File: src/rtl/keycode_pkg.sv
// Shared constants and types for the PS/2 keycode source: HID usage codes,
// PS/2 Set-2 prefix bytes, the framer state encoding and the scan-code map.
package keycode_pkg;

    // HID usage codes for the supported keys
    localparam logic [7:0] KEY_NONE  = 8'h00;
    localparam logic [7:0] KEY_SPACE = 8'd44;
    localparam logic [7:0] KEY_ESC   = 8'd41;
    localparam logic [7:0] KEY_ENTER = 8'h28;
    localparam logic [7:0] KEY_W     = 8'h1A;
    localparam logic [7:0] KEY_A     = 8'h04;
    localparam logic [7:0] KEY_S     = 8'h16;
    localparam logic [7:0] KEY_D     = 8'h07;
    localparam logic [7:0] KEY_UP    = 8'h52;
    localparam logic [7:0] KEY_DOWN  = 8'h51;
    localparam logic [7:0] KEY_LEFT  = 8'h50;
    localparam logic [7:0] KEY_RIGHT = 8'h4F;

    // PS/2 Set-2 prefix bytes
    localparam logic [7:0] PS2_EXT = 8'hE0;
    localparam logic [7:0] PS2_BRK = 8'hF0;

    // Framer states
    typedef enum logic [1:0] {
        ST_IDLE   = 2'd0,
        ST_DATA   = 2'd1,
        ST_PARITY = 2'd2,
        ST_STOP   = 2'd3
    } frame_state_t;

    // Translate {extended flag, scan code} into a HID usage; KEY_NONE if unmapped
    function automatic logic [7:0] ps2_to_hid(input logic ext, input logic [7:0] code);
        logic [7:0] hid;
        case ({ext, code})
            9'h029:  hid = KEY_SPACE;
            9'h076:  hid = KEY_ESC;
            9'h05A:  hid = KEY_ENTER;
            9'h01D:  hid = KEY_W;
            9'h01C:  hid = KEY_A;
            9'h01B:  hid = KEY_S;
            9'h023:  hid = KEY_D;
            9'h175:  hid = KEY_UP;
            9'h172:  hid = KEY_DOWN;
            9'h16B:  hid = KEY_LEFT;
            9'h174:  hid = KEY_RIGHT;
            default: hid = KEY_NONE;
        endcase
        return hid;
    endfunction

endpackage

File: src/rtl/ps2_frame_rx.sv
// PS/2 receive path: synchronizers, ps2_clk glitch filter, 11-bit framer
// with timeout. Emits one-cycle byte_valid or frame_err pulses (never both).
// Optional parity enforcement: define PS2_PARITY_CHECK_EN.
module ps2_frame_rx
    import keycode_pkg::*;
#(
    parameter int FILTER_LEN     = 4,
    parameter int TIMEOUT_CYCLES = 50000
) (
    input  logic       clk,
    input  logic       rst_n,
    input  logic       ps2_clk,
    input  logic       ps2_data,
    output logic [7:0] rx_byte,
    output logic       byte_valid,
    output logic       frame_err
);

    localparam int CNT_W = $clog2(FILTER_LEN + 1);
    localparam int TMR_W = $clog2(TIMEOUT_CYCLES + 1);

    // Bit 0 carries ps2_data, bit 1 carries ps2_clk
    logic [1:0] raw_in;
    logic [1:0] sync1_reg;
    logic [1:0] sync2_reg;

    assign raw_in = {ps2_clk, ps2_data};

    genvar gi;
    generate
        for (gi = 0; gi < 2; gi++) begin : g_sync
            // Two-flop synchronizer; resets to the idle-high bus level
            always_ff @(posedge clk or negedge rst_n) begin
                if (!rst_n) begin
                    sync1_reg[gi] <= 1'b1;
                    sync2_reg[gi] <= 1'b1;
                end else begin
                    sync1_reg[gi] <= raw_in[gi];
                    sync2_reg[gi] <= sync1_reg[gi];
                end
            end
        end
    endgenerate

    logic             sync_data;
    logic             sync_clk;
    logic             filt_reg;
    logic [CNT_W-1:0] cnt_reg;
    logic             flip;
    logic             fall_reg;
    logic             data_smp_reg;

    assign sync_data = sync2_reg[0];
    assign sync_clk  = sync2_reg[1];
    // Level is accepted on the FILTER_LEN-th consecutive differing sample
    assign flip      = (sync_clk != filt_reg) && (cnt_reg == CNT_W'(FILTER_LEN - 1));

    // Glitch filter on ps2_clk plus registered falling-edge strobe and data sample
    always_ff @(posedge clk or negedge rst_n) begin
        if (!rst_n) begin
            filt_reg     <= 1'b1;
            cnt_reg      <= '0;
            fall_reg     <= 1'b0;
            data_smp_reg <= 1'b1;
        end else begin
            if (sync_clk == filt_reg) begin
                cnt_reg <= '0;
            end else if (flip) begin
                filt_reg <= sync_clk;
                cnt_reg  <= '0;
            end else begin
                cnt_reg <= cnt_reg + CNT_W'(1);
            end
            fall_reg     <= flip && filt_reg;
            data_smp_reg <= sync_data;
        end
    end

    frame_state_t     state_reg, state_next;
    logic [2:0]       bit_cnt_reg, bit_cnt_next;
    logic [7:0]       shift_reg, shift_next;
    logic             par_reg, par_next;
    logic [TMR_W-1:0] timer_reg, timer_next;
    logic [7:0]       byte_reg, byte_next;
    logic             valid_reg, valid_next;
    logic             err_reg, err_next;
    logic             timeout;
    logic             parity_ok;

`ifdef PS2_PARITY_CHECK_EN
    // Odd parity over the eight data bits and the parity bit
    assign parity_ok = ^{shift_reg, par_reg};
`else
    assign parity_ok = 1'b1;
`endif

    assign timeout = (state_reg != ST_IDLE) && !fall_reg &&
                     (timer_reg == TMR_W'(TIMEOUT_CYCLES - 1));

    // Framer state and datapath registers
    always_ff @(posedge clk or negedge rst_n) begin
        if (!rst_n) begin
            state_reg   <= ST_IDLE;
            bit_cnt_reg <= '0;
            shift_reg   <= '0;
            par_reg     <= 1'b0;
            timer_reg   <= '0;
            byte_reg    <= '0;
            valid_reg   <= 1'b0;
            err_reg     <= 1'b0;
        end else begin
            state_reg   <= state_next;
            bit_cnt_reg <= bit_cnt_next;
            shift_reg   <= shift_next;
            par_reg     <= par_next;
            timer_reg   <= timer_next;
            byte_reg    <= byte_next;
            valid_reg   <= valid_next;
            err_reg     <= err_next;
        end
    end

    // Framer next-state: timeout has priority, otherwise advance on each strobe
    always_comb begin
        state_next   = state_reg;
        bit_cnt_next = bit_cnt_reg;
        shift_next   = shift_reg;
        par_next     = par_reg;
        byte_next    = byte_reg;
        valid_next   = 1'b0;
        err_next     = 1'b0;
        timer_next   = (state_reg == ST_IDLE || fall_reg) ? '0 : timer_reg + TMR_W'(1);

        if (timeout) begin
            state_next = ST_IDLE;
            err_next   = 1'b1;
        end else if (fall_reg) begin
            case (state_reg)
                ST_IDLE: begin
                    // A high "start bit" is just noise on an idle bus
                    if (!data_smp_reg) begin
                        state_next   = ST_DATA;
                        bit_cnt_next = '0;
                    end
                end
                ST_DATA: begin
                    shift_next   = {data_smp_reg, shift_reg[7:1]};
                    bit_cnt_next = bit_cnt_reg + 3'd1;
                    if (bit_cnt_reg == 3'd7) begin
                        state_next = ST_PARITY;
                    end
                end
                ST_PARITY: begin
                    par_next   = data_smp_reg;
                    state_next = ST_STOP;
                end
                ST_STOP: begin
                    state_next = ST_IDLE;
                    if (data_smp_reg && parity_ok) begin
                        valid_next = 1'b1;
                        byte_next  = shift_reg;
                    end else begin
                        err_next = 1'b1;
                    end
                end
                default: state_next = ST_IDLE;
            endcase
        end
    end

    assign rx_byte    = byte_reg;
    assign byte_valid = valid_reg;
    assign frame_err  = err_reg;

endmodule

File: src/rtl/ps2_keycode_source.sv
// Keyboard front end: receives PS/2 Set-2 frames, tracks E0/F0 prefixes and
// holds the HID code of the most recently pressed supported key.
// Optional parity enforcement: define PS2_PARITY_CHECK_EN.
module ps2_keycode_source
    import keycode_pkg::*;
#(
    parameter int FILTER_LEN     = 4,
    parameter int TIMEOUT_CYCLES = 50000
) (
    input  logic       Clock,
    input  logic       Reset,
    input  logic       ps2_clk,
    input  logic       ps2_data,
    output logic [7:0] Keycode,
    output logic       key_event,
    output logic       frame_err
);

    logic [7:0] rx_byte;
    logic       byte_valid;

    ps2_frame_rx #(
        .FILTER_LEN     (FILTER_LEN),
        .TIMEOUT_CYCLES (TIMEOUT_CYCLES)
    ) u_rx (
        .clk        (Clock),
        .rst_n      (Reset),
        .ps2_clk    (ps2_clk),
        .ps2_data   (ps2_data),
        .rx_byte    (rx_byte),
        .byte_valid (byte_valid),
        .frame_err  (frame_err)
    );

    logic       ext_reg, ext_next;
    logic       brk_reg, brk_next;
    logic [7:0] keycode_reg, keycode_next;
    logic       event_reg, event_next;
    logic [7:0] hid;

    assign hid = ps2_to_hid(ext_reg, rx_byte);

    // Prefix flags and held-key register
    always_ff @(posedge Clock or negedge Reset) begin
        if (!Reset) begin
            ext_reg     <= 1'b0;
            brk_reg     <= 1'b0;
            keycode_reg <= KEY_NONE;
            event_reg   <= 1'b0;
        end else begin
            ext_reg     <= ext_next;
            brk_reg     <= brk_next;
            keycode_reg <= keycode_next;
            event_reg   <= event_next;
        end
    end

    // Decode each received byte; newest make wins, break only releases the held key
    always_comb begin
        ext_next     = ext_reg;
        brk_next     = brk_reg;
        keycode_next = keycode_reg;
        event_next   = 1'b0;

        if (byte_valid) begin
            if (rx_byte == PS2_EXT) begin
                ext_next = 1'b1;
            end else if (rx_byte == PS2_BRK) begin
                brk_next = 1'b1;
            end else begin
                ext_next = 1'b0;
                brk_next = 1'b0;
                if (hid != KEY_NONE) begin
                    if (!brk_reg) begin
                        // Typematic repeats of the held key change nothing
                        if (hid != keycode_reg) begin
                            keycode_next = hid;
                            event_next   = 1'b1;
                        end
                    end else if (hid == keycode_reg) begin
                        keycode_next = KEY_NONE;
                        event_next   = 1'b1;
                    end
                end
            end
        end
    end

    assign Keycode   = keycode_reg;
    assign key_event = event_reg;

endmodule

File: config.mk
export PLATFORM = sky130hd
export DESIGN_NAME = ps2_keycode_source
export DESIGN_NICKNAME = d
export VERILOG_FILES = /design/src/rtl/keycode_pkg.sv /design/src/rtl/ps2_frame_rx.sv /design/src/rtl/ps2_keycode_source.sv
export SDC_FILE = /design/constraint.sdc
export NUM_CORES = 1
export LEC_CHECK = 0
export ABC_AREA = 1
export CAP_MARGIN = 20
export CELL_PAD_IN_SITES_DETAIL_PLACEMENT = 1
export CELL_PAD_IN_SITES_GLOBAL_PLACEMENT = 1
export CORE_UTILIZATION = 49
export DETAILED_ROUTE_END_ITERATION = 7
export GPL_TIMING_DRIVEN = 0
export HOLD_SLACK_MARGIN = 0.02
export PLACE_DENSITY_LB_ADDON = 0.1
export SLEW_MARGIN = 30
export SYNTH_ARGS = -nofsm -noshare
export SYNTH_HDL_FRONTEND = slang
export SYNTH_SLANG_ARGS = --single-unit
File: constraint.sdc
create_clock -name Clock -period 4.3 [get_ports Clock]
set_clock_uncertainty 0.15 [all_clocks]
set_input_delay 0.86 -clock Clock [delete_from_list [all_inputs] [get_ports Clock]]
set_output_delay 0.86 -clock Clock [all_outputs]
set_load 0.02 [all_outputs]
==> results.txt, run 1 <==
Synthesized Nets -> 416
DR DRC count -> 0
Synth Area per Inst -> 7.95 um^2
Combinational power share -> 16.0%
CP Class -> flip-flop to flip-flop
Power Density -> 396 nW/um^2
Setup TNS -> 0 ns
Core Util, Final -> 57.6%
Clk sink count -> 59
Crit path buffers/inverters -> 2
Placed Cells -> 491
Fin. Hold Viols -> 0
DIE AREA -> 6830 um^2
WHS -> 0.208 ns
Routed Antenna Nets -> 0
Largest vdd supply drop -> 275 uV
Slowest CP cell -> dfrtp_1
Via count -> 2714
Pre-antenna DRT Iters -> 4
Drt wl/cell -> 15.0 um
WP depth -> 16
GPL Wtd Cong -> 0.810
Cts hold-fix bufs -> 0
Setup bufs post-CTS -> 0
Ys Warns -> 0
CTS H-tree lvls -> 3
Via density -> 5.35
Total wire length -> 7590 um
Top delay family on crit path -> simple AND/OR/NAND/NOR gates
Post-place instance area -> 3420 um^2
First-pass GRT wire length -> 12900 um
Worst path max stage delay -> 0.42 ns
Max FFs per register -> 16
DP Wirelength -> 5470 um
Period utilization -> 60.7%
Floorplan Core Area -> 6310 um^2
Fin cells -> 507
Number of CTS-inserted buffers -> 9
Initial DRC Count -> 110
Outcome -> finished, final reports clean
Final setup vio count -> 0
CP Data Required Time -> 4.38 ns
Die Width -> 82.7 um
Clock share of power -> 38.9%
Yosys reg bits -> 59
Ys async rst share -> 100%
CP max FO -> 10
R2R cell count -> 16
Hold path cells -> 0
Data arrival, critical path -> 2.69 ns
Sequential share of power -> 45.1%
Die height -> 82.7 um
Clock Tree Buf Depth -> 2
NumNets Final -> 440
Startpoint Class -> flip-flop
Hold/Removal Path Class -> flip-flop to flip-flop
Synth unique cells -> 34
Lkg Pwr -> 1.72 nW
GRT overflow -> 0
Ant. Diodes -> 0
Sw Ratio -> 29.5%
Initial antenna violation count -> 0
Slew Viols, Final -> 0
FMAX -> 383 MHz
CTS resizes -> 0
GR Util All Layers -> 25.5%
Fin crit period -> 2.61 ns
Initial Util -> 50.5%
Pint -> 1.02 mW
Ports -> 14
Cell Chain, Critical Path -> nor2_1 > nand3_1 > nor2_2 > nor2_1 > nand2_1 > nand2_1 > nand2_1 > inv_1 > nor2_2 > nand3_1 > ha_1 > nor3_2 > nand2_2 > buf_6 > nand2_2 > o21ai_2
Crit. End Element -> flip-flop
CTS clk-pin slew, worst paths -> 0.07 ns
Net Switching -> 426 uW
FF/Latch Area -> 1480 um^2
CTS tree -> yes
Final instance area -> 3640 um^2
IO buf count -> 12
Post-synth EDFFs -> 0
Row count -> 29
Clock latency on the worst-skew pair -> 0.34 ns
Fill cells -> 789
Unrepaired setup endpoints after global routing -> false
Ratio of cells with drive above 1 in the final layout -> 16.3%
Crit path top cell by count -> nand2_1
Post-synthesis sequential area ratio -> 46.5%
Mapped Area -> 3190 um^2
Root Driver -> clkbuf_8
Area of the multi-input gates -> 1460 um^2
Vias in the first global route -> 2847
Largest net degree at the start of global routing -> 39
Post-synthesis cell count -> 401
Synth-to-layout area growth -> 14.1%
Dominant synthesized flop cell -> dfrtp_1
Maxcap violations -> 0
==> kinds of logic (layout without fill, tap and decap cells) <==
| logic type | count (synthesis) | after routing | share of synthesized area (%) |
|---|---|---|---|
| compound gates | 50 | 50 | 8.91 |
| xor+xnor | 3 | 3 | 0.824 |
| fa+ha+maj | 11 | 11 | 4.32 |
| buf+inv | 63 | 92 | 7.81 |
| flops | 59 | 59 | 46.5 |
| other cells | 1 | 1 | 0.118 |
| simple gates | 214 | 214 | 31.5 |
==> worst reg2reg max path, delay by kind of cell, from the launching register on <==
kind | cells | cell delay, ns
fa+ha+maj | 1 | 0.19
flops | 1 | 0.42
compound gates | 1 | 0.05
buf+inv | 2 | 0.22
simple gates | 12 | 1.47
==> layout make-up <==
cell class              count  share of cell area [%]
plain buffers               5                   0.860
clock buffers              10                    3.51
clock inverters             6                    2.44
inverters                  58                    5.98
multi-input cells         279                    40.0
flip-flops and latches     59                    40.8
well taps                  77                    2.65
repair buffers             13                    3.78
==> synthesized netlist by cell type, types with 2 or more instances <==
library cell / instances / area (um^2)
nand2_1: 88 / 330
dfrtp_1: 53 / 1330
inv_1: 48 / 180
nor2_1: 45 / 169
nand3_1: 30 / 150
o21ai_0: 25 / 125
a21oi_1: 15 / 75.1
ha_1: 11 / 138
nor2_2: 11 / 68.8
nor3_1: 11 / 55.1
inv_2: 8 / 30.0
nand2_2: 8 / 50.1
nand4_1: 7 / 43.8
o21ai_2: 7 / 61.3
dfstp_2: 6 / 158
nor4_1: 4 / 25.0
nand3_2: 3 / 30.0
clkbuf_1: 2 / 7.51
clkinv_1: 2 / 7.51
nor3_2: 2 / 20.0
xnor2_1: 2 / 17.5
==> routing by layer <==
metal / GRT usage, % / vias up / wire length (um)
met1: 30.5 / 1322 / 3380
met5: 0 / - / 0
met2: 43.0 / 39 / 3790
met4: 11.7 / 0 / 191
li1: - / 1334 / -
met3: 6.26 / 19 / 221
==> power groups by stage <==
stage | Clock (mW) | Combinational [mW] | Sequential, mW
final | 0.561 | 0.231 | 0.650
after global placement | 0 | 0.209 | 0.655
after CTS | 0.573 | 0.237 | 0.651
after floorplan | 0 | 0.159 | 0.649
after global routing | 0.599 | 0.270 | 0.657
after detailed placement | 0 | 0.224 | 0.660
==> placed cells by master (no fill, tap or decap), types with 2 or more instances in the layout <==
master,n
dfstp_2,6
clkinvlp_4,2
nor2_1,45
nand2_1,88
clkbuf_8,9
nand3_1,30
nand2_2,8
inv_2,8
nor3_1,11
xnor2_1,2
clkbuf_1,3
o21ai_0,25
buf_4,2
ha_1,11
o21ai_2,7
nor4_1,4
a21oi_1,15
inv_1,48
clkdlybuf4s50_1,11
dfrtp_1,53
clkinv_1,2
nor3_2,2
nand4_1,7
nand3_2,3
nor2_2,11
bufinv_16,2
==> final timing paths <==
kind / from / end / slack, ns
max: u_rx.rx_byte[2] / Keycode[3] / 1.69
min: u_rx.sync1_reg[1] / u_rx.sync_clk / 0.21
max reg2reg: u_rx.rx_byte[2] / Keycode[3] / 1.69
min reg2reg: u_rx.sync1_reg[1] / u_rx.sync_clk / 0.21
max in group asynchronous: Reset / u_rx.data_smp_reg / 3.18
min in group asynchronous: Reset / Keycode[0] / 0.25
==> per-stage QoR <==
stage	power (mW)	setup WS (ns)
finish	1.44	1.69
global route	1.53	1.44
CTS	1.46	1.67
detailed placement	0.884	1.67
global placement	0.864	0.368
floorplan	0.808	2.03
Power figures use the tool's default switching activity.
==> inputs of run 2 (changes only) <==
- CORE_UTILIZATION: 49 -> 41
- clock period: 4.3 -> 2.4 ns (I/O delays scaled with it)
==> run 2 against run 1 <==
The flow now finishes with violations (negative setup slack). Setup slack lost 1.9 ns. Sequential cell count is the same. Via count grew 4.6%. Combinational power grew 71%. Critical path depth grew 1. Hold slack lost 0.0034 ns. Maximum frequency shrank 0.64%. Die area grew 19%. Cell count grew 8.5%. Core utilization shrank 1.2 points. Sequential share of layout area shrank 4.9 points. Largest power group unchanged.
==> results.txt, run 2 (synthesized netlist as in run 1, its figures left out) <==
Crit path buffers/inverters -> 4
Period utilization -> 110%
CP Class -> flip-flop to flip-flop
Cell Chain, Critical Path -> inv_2 > nand2_4 > nor2_8 > buf_6 > nand3b_4 > nand2_4 > o21ai_1 > nand2_1 > inv_1 > nor2_2 > nand3_2 > ha_4 > nor3_4 > nand2_4 > buf_8 > nand2_2 > o21ai_2
Max FFs per register -> 16
Outcome -> finished with violations
Pre-antenna DRT Iters -> 4
Hold/Removal Path Class -> flip-flop to flip-flop
Core Util, Final -> 56.4%
Combinational power share -> 16.1%
NumNets Final -> 461
DP Wirelength -> 5600 um
CTS H-tree lvls -> 3
Ratio of cells with drive above 1 in the final layout -> 32.6%
Initial DRC Count -> 95
Via density -> 5.16
Root Driver -> clkbuf_8
CTS tree -> yes
CTS clk-pin slew, worst paths -> 0.07 ns
Failing checks -> negative setup slack
DR DRC count -> 0
Fin crit period -> 2.63 ns
First-pass GRT wire length -> 13800 um
Clock share of power -> 36.4%
Most frequent cells in the layout -> 67 x nand2_1, 46 x dfrtp_1, 44 x inv_1, 31 x nor2_1, 24 x o21ai_0
Slowest CP cell -> dfrtp_2
Ports -> 14
Post-place instance area -> 3450 um^2
Routed Antenna Nets -> 0
Sw Ratio -> 28.9%
Final setup vio count -> 7
DIE AREA -> 8130 um^2
Top delay family on crit path -> simple AND/OR/NAND/NOR gates
Largest net degree at the start of global routing -> 33
Placed Cells -> 513
FMAX -> 380 MHz
GRT overflow -> 0
WHS -> 0.205 ns
Sequential share of power -> 47.5%
Maxcap violations -> 0
Die height -> 90.2 um
Fill cells -> 868
Largest vdd supply drop -> 389 uV
CP max FO -> 6
Clk sink count -> 59
Crit path top cell by count -> nand2_4
Power Density -> 589 nW/um^2
Most common cell after layout, fill and taps aside -> nand2_1
Data arrival, critical path -> 2.71 ns
CP Data Required Time -> 2.48 ns
Final instance area -> 4160 um^2
IO buf count -> 12
Synth-to-layout area growth -> 30.4%
Net Switching -> 709 uW
Crit. End Element -> flip-flop
Worst path max stage delay -> 0.45 ns
GR Util All Layers -> 21.4%
Floorplan Core Area -> 7370 um^2
Drt wl/cell -> 15.7 um
Total wire length -> 8610 um
Fin. Hold Viols -> 0
Startpoint Class -> flip-flop
Worst Setup Slack, final -> -0.228 ns
Initial Util -> 43.3%
Slew Viols, Final -> 0
Clock Tree Buf Depth -> 2
Ant. Diodes -> 0
Unrepaired setup endpoints after global routing -> true
Clock latency on the worst-skew pair -> 0.34 ns
Initial antenna violation count -> 0
Fin cells -> 550
Pint -> 1.74 mW
Die Width -> 90.2 um
Number of CTS-inserted buffers -> 9
Via count -> 2838
Row count -> 31
Lkg Pwr -> 1.94 nW
Vias in the first global route -> 2944
GPL Wtd Cong -> 0.823
==> run 2: power by group through the flow <==
stage          Sequential, mW  Combinational (mW)  Clock [mW]
3_3_place_gp             1.17               0.376           0
5_1_grt                  1.18               0.477       0.962
2_1_floorplan            1.16               0.285           0
6_report                 1.16               0.395       0.892
3_5_place_dp             1.18               0.406           0
4_1_cts                  1.16               0.407       0.912
==> run 2: routing by layer <==
layer | share of wire, % | up-vias | GRT usage (%)
met2 | 56 | 34 | 39.2
met1 | 40 | 1414 | 24.2
met5 | 0 | - | 0
met3 | 2.1 | 16 | 4.99
li1 | - | 1374 | -
met4 | 2.2 | 0 | 7.12
==> run 2: worst paths after layout <==
path	startpoint	end	slack (ns)	depth (start not counted)
hold reg to reg	u_rx.sync1_reg[0]	u_rx.sync_data	0.21	0
max in group asynchronous	Reset	u_rx.rx_byte[3]	1.12	3
setup / recovery	u_rx.rx_byte[7]	Keycode[3]	-0.23	17
setup reg to reg	u_rx.rx_byte[7]	Keycode[3]	-0.23	17
min in group asynchronous	Reset	u_rx.timer_reg[6]	0.46	2
hold / removal	u_rx.sync1_reg[0]	u_rx.sync_data	0.21	0
==> run 2: stage by stage <==
| step | total power, mW | TNS [ns] | worst slack (ns) |
|---|---|---|---|
| finish | 2.45 | -1.48 | -0.228 |
| global placement | 1.55 | -69.98 | -1.24 |
| detailed placement | 1.59 | -1.45 | -0.233 |
| floorplan | 1.45 | 0 | 0.130 |
| global route | 2.62 | -2.69 | -0.387 |
| CTS | 2.48 | -1.21 | -0.183 |
==> run 2: final cells by class <==
type	count	area, um^2	area share [%]
inverter	58	223	5.36
timing repair buffer	34	333	8.00
sequential	59	1490	35.9
multi-input combinational	279	1760	42.4
tap	99	124	2.98
clock buffer	13	149	3.58
clock inverter	3	40.0	0.963
buffer	5	35.0	0.843
==> run 2: timing repair <==
item                       CTS  global route
pin swaps                   12            23
hold endpoints to repair    21             0
setup endpoints to repair    7            10
hold buffers                 1             0
gates cloned                 1             0
gates resized for setup     34            63
setup buffers               10             9
==> run 2: worst register-to-register path: cells and delay by family (launching register included) <==
kind	cells	cell delay, ns
AND/OR/NAND/NOR	10	1.16
buffers and inverters	4	0.46
flip-flops	1	0.45
adder cells (fa/ha/maj)	1	0.18
AO/OA/AOI/OAI	2	0.13
==> inputs of run 3 (changes only) <==
- CORE_MARGIN: not set -> 2
==> run 3 against run 2 <==
The flow still finishes with violations (negative setup slack). Combinational power about the same. Critical path depth rose by 2. Routed wire length shrank 3.4%. Sequential share of layout area about the same. Power fell by 0.43%. Cell count up 1.3%. Sequential power about the same. Core utilization fell by 2.0 points. Die area grew 4.5%. Maximum frequency grew 0.98%. Register-to-register slack improved by 0.03 ns.
==> results.txt, run 3 (synthesized netlist as in run 1, its figures left out) <==
DP Wirelength -> 5540 um
First-pass GRT wire length -> 14200 um
Cell Chain, Critical Path -> buf_6 > nor2_4 > buf_4 > nand3_4 > nand2_2 > inv_2 > nand2_2 > buf_4 > buf_4 > buf_4 > buf_4 > buf_4 > buf_4 > buf_4 > buf_4 > buf_4 > buf_4 > nand2_1 > o21ai_2
CTS clk-pin slew, worst paths -> 0.07 ns
CP Class -> flip-flop to flip-flop
Die height -> 92.2 um
Lkg Pwr -> 1.94 nW
Clock Tree Buf Depth -> 2
Met3 usage -> 5.09%
Total wire length -> 8320 um
Most frequent cells in the layout -> 76 x nand2_1, 45 x dfrtp_1, 45 x inv_1, 27 x nor2_1, 25 x o21ai_0
Row count -> 32
Fin. Hold Viols -> 0
Clock share of power -> 36.2%
Drt wl/cell -> 14.9 um
Worst Setup Slack, final -> -0.203 ns
DIE AREA -> 8500 um^2
Root Driver -> clkbuf_8
DR DRC count -> 0
Slew Viols, Final -> 0
Placed Cells -> 516
Routed Antenna Nets -> 0
Net Switching -> 726 uW
Ant. Diodes -> 0
GRT overflow -> 0
Initial antenna violation count -> 0
Crit. End Element -> flip-flop
Max_slew headroom -> 65.4%
Top delay family on crit path -> buffers and inverters
Fin crit period -> 2.60 ns
Largest vdd supply drop -> 460 uV
CP max FO -> 5
Final setup vio count -> 7
Fin cells -> 557
GPL Wtd Cong -> 0.874
Sequential share of power -> 47.6%
Unrepaired setup endpoints after global routing -> true
IO buf count -> 12
Via count -> 2799
Clk sink count -> 59
Failing checks -> negative setup slack
Synth-to-layout area growth -> 30.5%
Power Density -> 586 nW/um^2
Max FFs per register -> 16
FMAX -> 384 MHz
Die Width -> 92.2 um
Initial Util -> 41.7%
Most common cell after layout, fill and taps aside -> nand2_1
Outcome -> finished with violations
CTS tree -> yes
Worst-Margin Slew -> 0.517 ns
Pre-antenna DRT Iters -> 4
Period utilization -> 108%
M2 GR Usage -> 39.6%
Largest net degree at the start of global routing -> 32
GR peak layer -> met2
CTS H-tree lvls -> 3
Number of CTS-inserted buffers -> 9
Worst path max stage delay -> 0.42 ns
GR met1 Demand/Resource -> 23.7%
Data arrival, critical path -> 2.67 ns
Vias in the first global route -> 2980
Total Power -> 2.44 mW
Floorplan Core Area -> 7650 um^2
Startpoint Class -> flip-flop
Maxcap violations -> 0
Ratio of cells with drive above 1 in the final layout -> 32.5%
Hold/Removal Path Class -> flip-flop to flip-flop
Via density -> 5.03
GR Util All Layers -> 21.4%
Clock latency on the worst-skew pair -> 0.33 ns
Crit path buffers/inverters -> 13
NumNets Final -> 465
Pint -> 1.71 mW
CP Data Required Time -> 2.47 ns
Slowest CP cell -> dfrtp_2
Initial DRC Count -> 88
Crit path top cell by count -> buf_4
Sw Ratio -> 29.7%
Ports -> 14
Combinational power share -> 16.2%
==> run 3: area by class of cell <==
type                            instances  area (um^2)
Inverter                               58          221
Multi-Input combinational cell        279         1720
Buffer                                  5         35.0
Sequential cell                        59         1490
Timing Repair Buffer                   38          368
Fill cell                             911         3490
Tap cell                              102          128
Clock buffer                           10          128
Clock inverter                          6         66.3
==> run 3: power by group through the flow <==
stage | registers [mW] | clock network [mW] | logic [mW]
after floorplan | 1.16 | 0 | 0.285
after global placement | 1.17 | 0 | 0.382
after detailed placement | 1.18 | 0 | 0.405
after CTS | 1.16 | 0.907 | 0.406
after global routing | 1.18 | 0.974 | 0.470
final | 1.16 | 0.883 | 0.394
==> run 3: final timing paths <==
path,start,cells after the start,slack (ns),end
max in group asynchronous,Reset,3,1.12,u_rx.rx_byte[2]
worst max-delay path,u_rx.rx_byte[2],19,-0.20,Keycode[0]
min in group asynchronous,Reset,2,0.46,Keycode[0]
worst max register to register,u_rx.rx_byte[2],19,-0.20,Keycode[0]
worst min register to register,u_rx.sync1_reg[1],0,0.21,u_rx.sync_clk
worst min-delay path,u_rx.sync1_reg[1],0,0.21,u_rx.sync_clk
==> run 3: routing by layer <==
layer | up-vias | wire length [um]
met5 | - | 0
met4 | 0 | 194
met3 | 17 | 193
met2 | 34 | 4570
met1 | 1369 | 3360
li1 | 1379 | -
==> run 3: repair_timing <==
item / CTS / global route
hold buffers: 1 / 0
cloned: 1 / 0
endpoints found under the hold margin: 24 / 0
buffers inserted: 17 / 6
gates resized for setup: 62 / 21
pin swaps: 18 / 12
setup endpoints to repair: 7 / 9
==> run 3: metrics by stage <==
stage | worst slack [ns] | utilization, % | setup TNS [ns] | area (um^2) | hold slack [ns]
finish | -0.203 | 54.4 | -1.19 | 4160 | 0.207
global route | -0.300 | 54.4 | -1.91 | 4160 | 0.216
CTS | -0.169 | 52.7 | -0.993 | 4030 | 0.208
detailed placement | -0.319 | 45.2 | -2.03 | 3450 | 0.197
global placement | -1.19 | 44.9 | -67.54 | 3440 | 0.196
floorplan | 0.130 | - | 0 | 3190 | 0.0344
==> edit (settings of run 2) <==
The output `key_event` loses its register stage (`event_reg` becomes a continuous assignment).
--- a/src/rtl/ps2_keycode_source.sv
+++ b/src/rtl/ps2_keycode_source.sv
@@ -46,14 +46,14 @@
             ext_reg     <= 1'b0;
             brk_reg     <= 1'b0;
             keycode_reg <= KEY_NONE;
-            event_reg   <= 1'b0;
         end else begin
             ext_reg     <= ext_next;
             brk_reg     <= brk_next;
             keycode_reg <= keycode_next;
-            event_reg   <= event_next;
         end
     end
+
+    assign event_reg = event_next;
 
     // Decode each received byte; newest make wins, break only releases the held key
     always_comb begin
Check against the original RTL: same outputs for any inputs over 10 cycles, from zero or initial values and one cycle with Reset low; that may be too few to reach the edited logic, so the function may still have changed.
==> edit against run 2 <==
- the flow still finishes with violations (negative setup slack)
- sequential cell count shrank 1
- clock power rose by 14%
- worst setup slack got worse by 0.44 ns
- total power is 4.8% higher
- area after synthesis is 0.78% lower
- critical path type is now reg2out
- largest power group unchanged
- wire length decreased by 1.4%
- design area decreased by 2.9%
==> edit: results (changes against run 2) <==
| Metric | Value |
|---|---|
| Outcome | finished with violations (unchanged) |
| Failing checks | negative setup slack (unchanged) |
| Drt first-iter violations | 64 (was 95) |
| Place WS | -0.794 ns (was -0.233 ns) |
| M1 wire length | 3740 um (was 3450 um) |
| Placed instance area | 3420 um2 (was 3450 um2) |
| Non-Clock Buffer Area Fraction | 9.92% (was 8.85%) |
| Grt met3 use | 4.23% (was 4.99%) |
| Metal2 WL | 4320 um (was 4780 um) |
| Fillers | 889 (was 868) |
| First-pass GRT wire length | 14400 um (was 13800 um) |
| Vias per inst | 5.10 (was 5.16) |
| Layout clock area frac | 5.61% (was 4.54%) |
| Nets | 464 (was 461) |
| Layout cells sized above 1 | 29.3% (was 32.6%) |
| Area of the multi-input gates | 1600 um2 (was 1760 um2) |
| Critical path arrival | 2.44 ns (was 2.71 ns) |
| Largest net degree at the start of global routing | 39 (was 33) |
| Clk pwr share | 39.7% (was 36.4%) |
| Routing usage on met2 | 39.6% (was 39.2%) |
| Synthesized flop and latch total | 58 (was 59) |
| GRT Total Usage | 22.9% (was 21.4%) |
| Buffers, non-clock | 43 (was 39) |
| Endpoints failing setup | 8 (was 7) |
| Worst setup margin | -0.667 ns (was -0.228 ns) |
| Reg power frac | 44.6% (was 47.5%) |
| Hpwl dp | 5670 um (was 5600 um) |
| CP max FO | 5 (was 6) |
| Post-cts sizing count | 42 (was 34) |
| DR vias | 2820 (was 2838) |
[edit: kinds of logic after synthesis]
| logic type | synth area share (%) |
|---|---|
| DFF | 46.1 |
| AOI/OAI and AO/OA | 8.98 |
| other | 0.119 |
| adders and majority gates | 4.35 |
| xor gates and xnor gates | 0.831 |
| and+or+nand+nor | 31.7 |
| buffers and inverters | 7.87 |
[edit: path summary, 6_finish.rpt]
| check | to | cells after the start | slack [ns] | start |
|---|---|---|---|---|
| max reg2reg | Keycode[0] | 22 | -0.57 | u_rx.rx_byte[5] |
| min reg2reg | u_rx.data_smp_reg | 0 | 0.21 | u_rx.sync_data |
| min | u_rx.data_smp_reg | 0 | 0.21 | u_rx.sync_data |
| max in group asynchronous | u_rx.sync_data | 3 | 1.08 | Reset |
| min in group asynchronous | Keycode[0] | 2 | 0.43 | Reset |
| max | key_event | 15 | -0.67 | u_rx.rx_byte[0] |
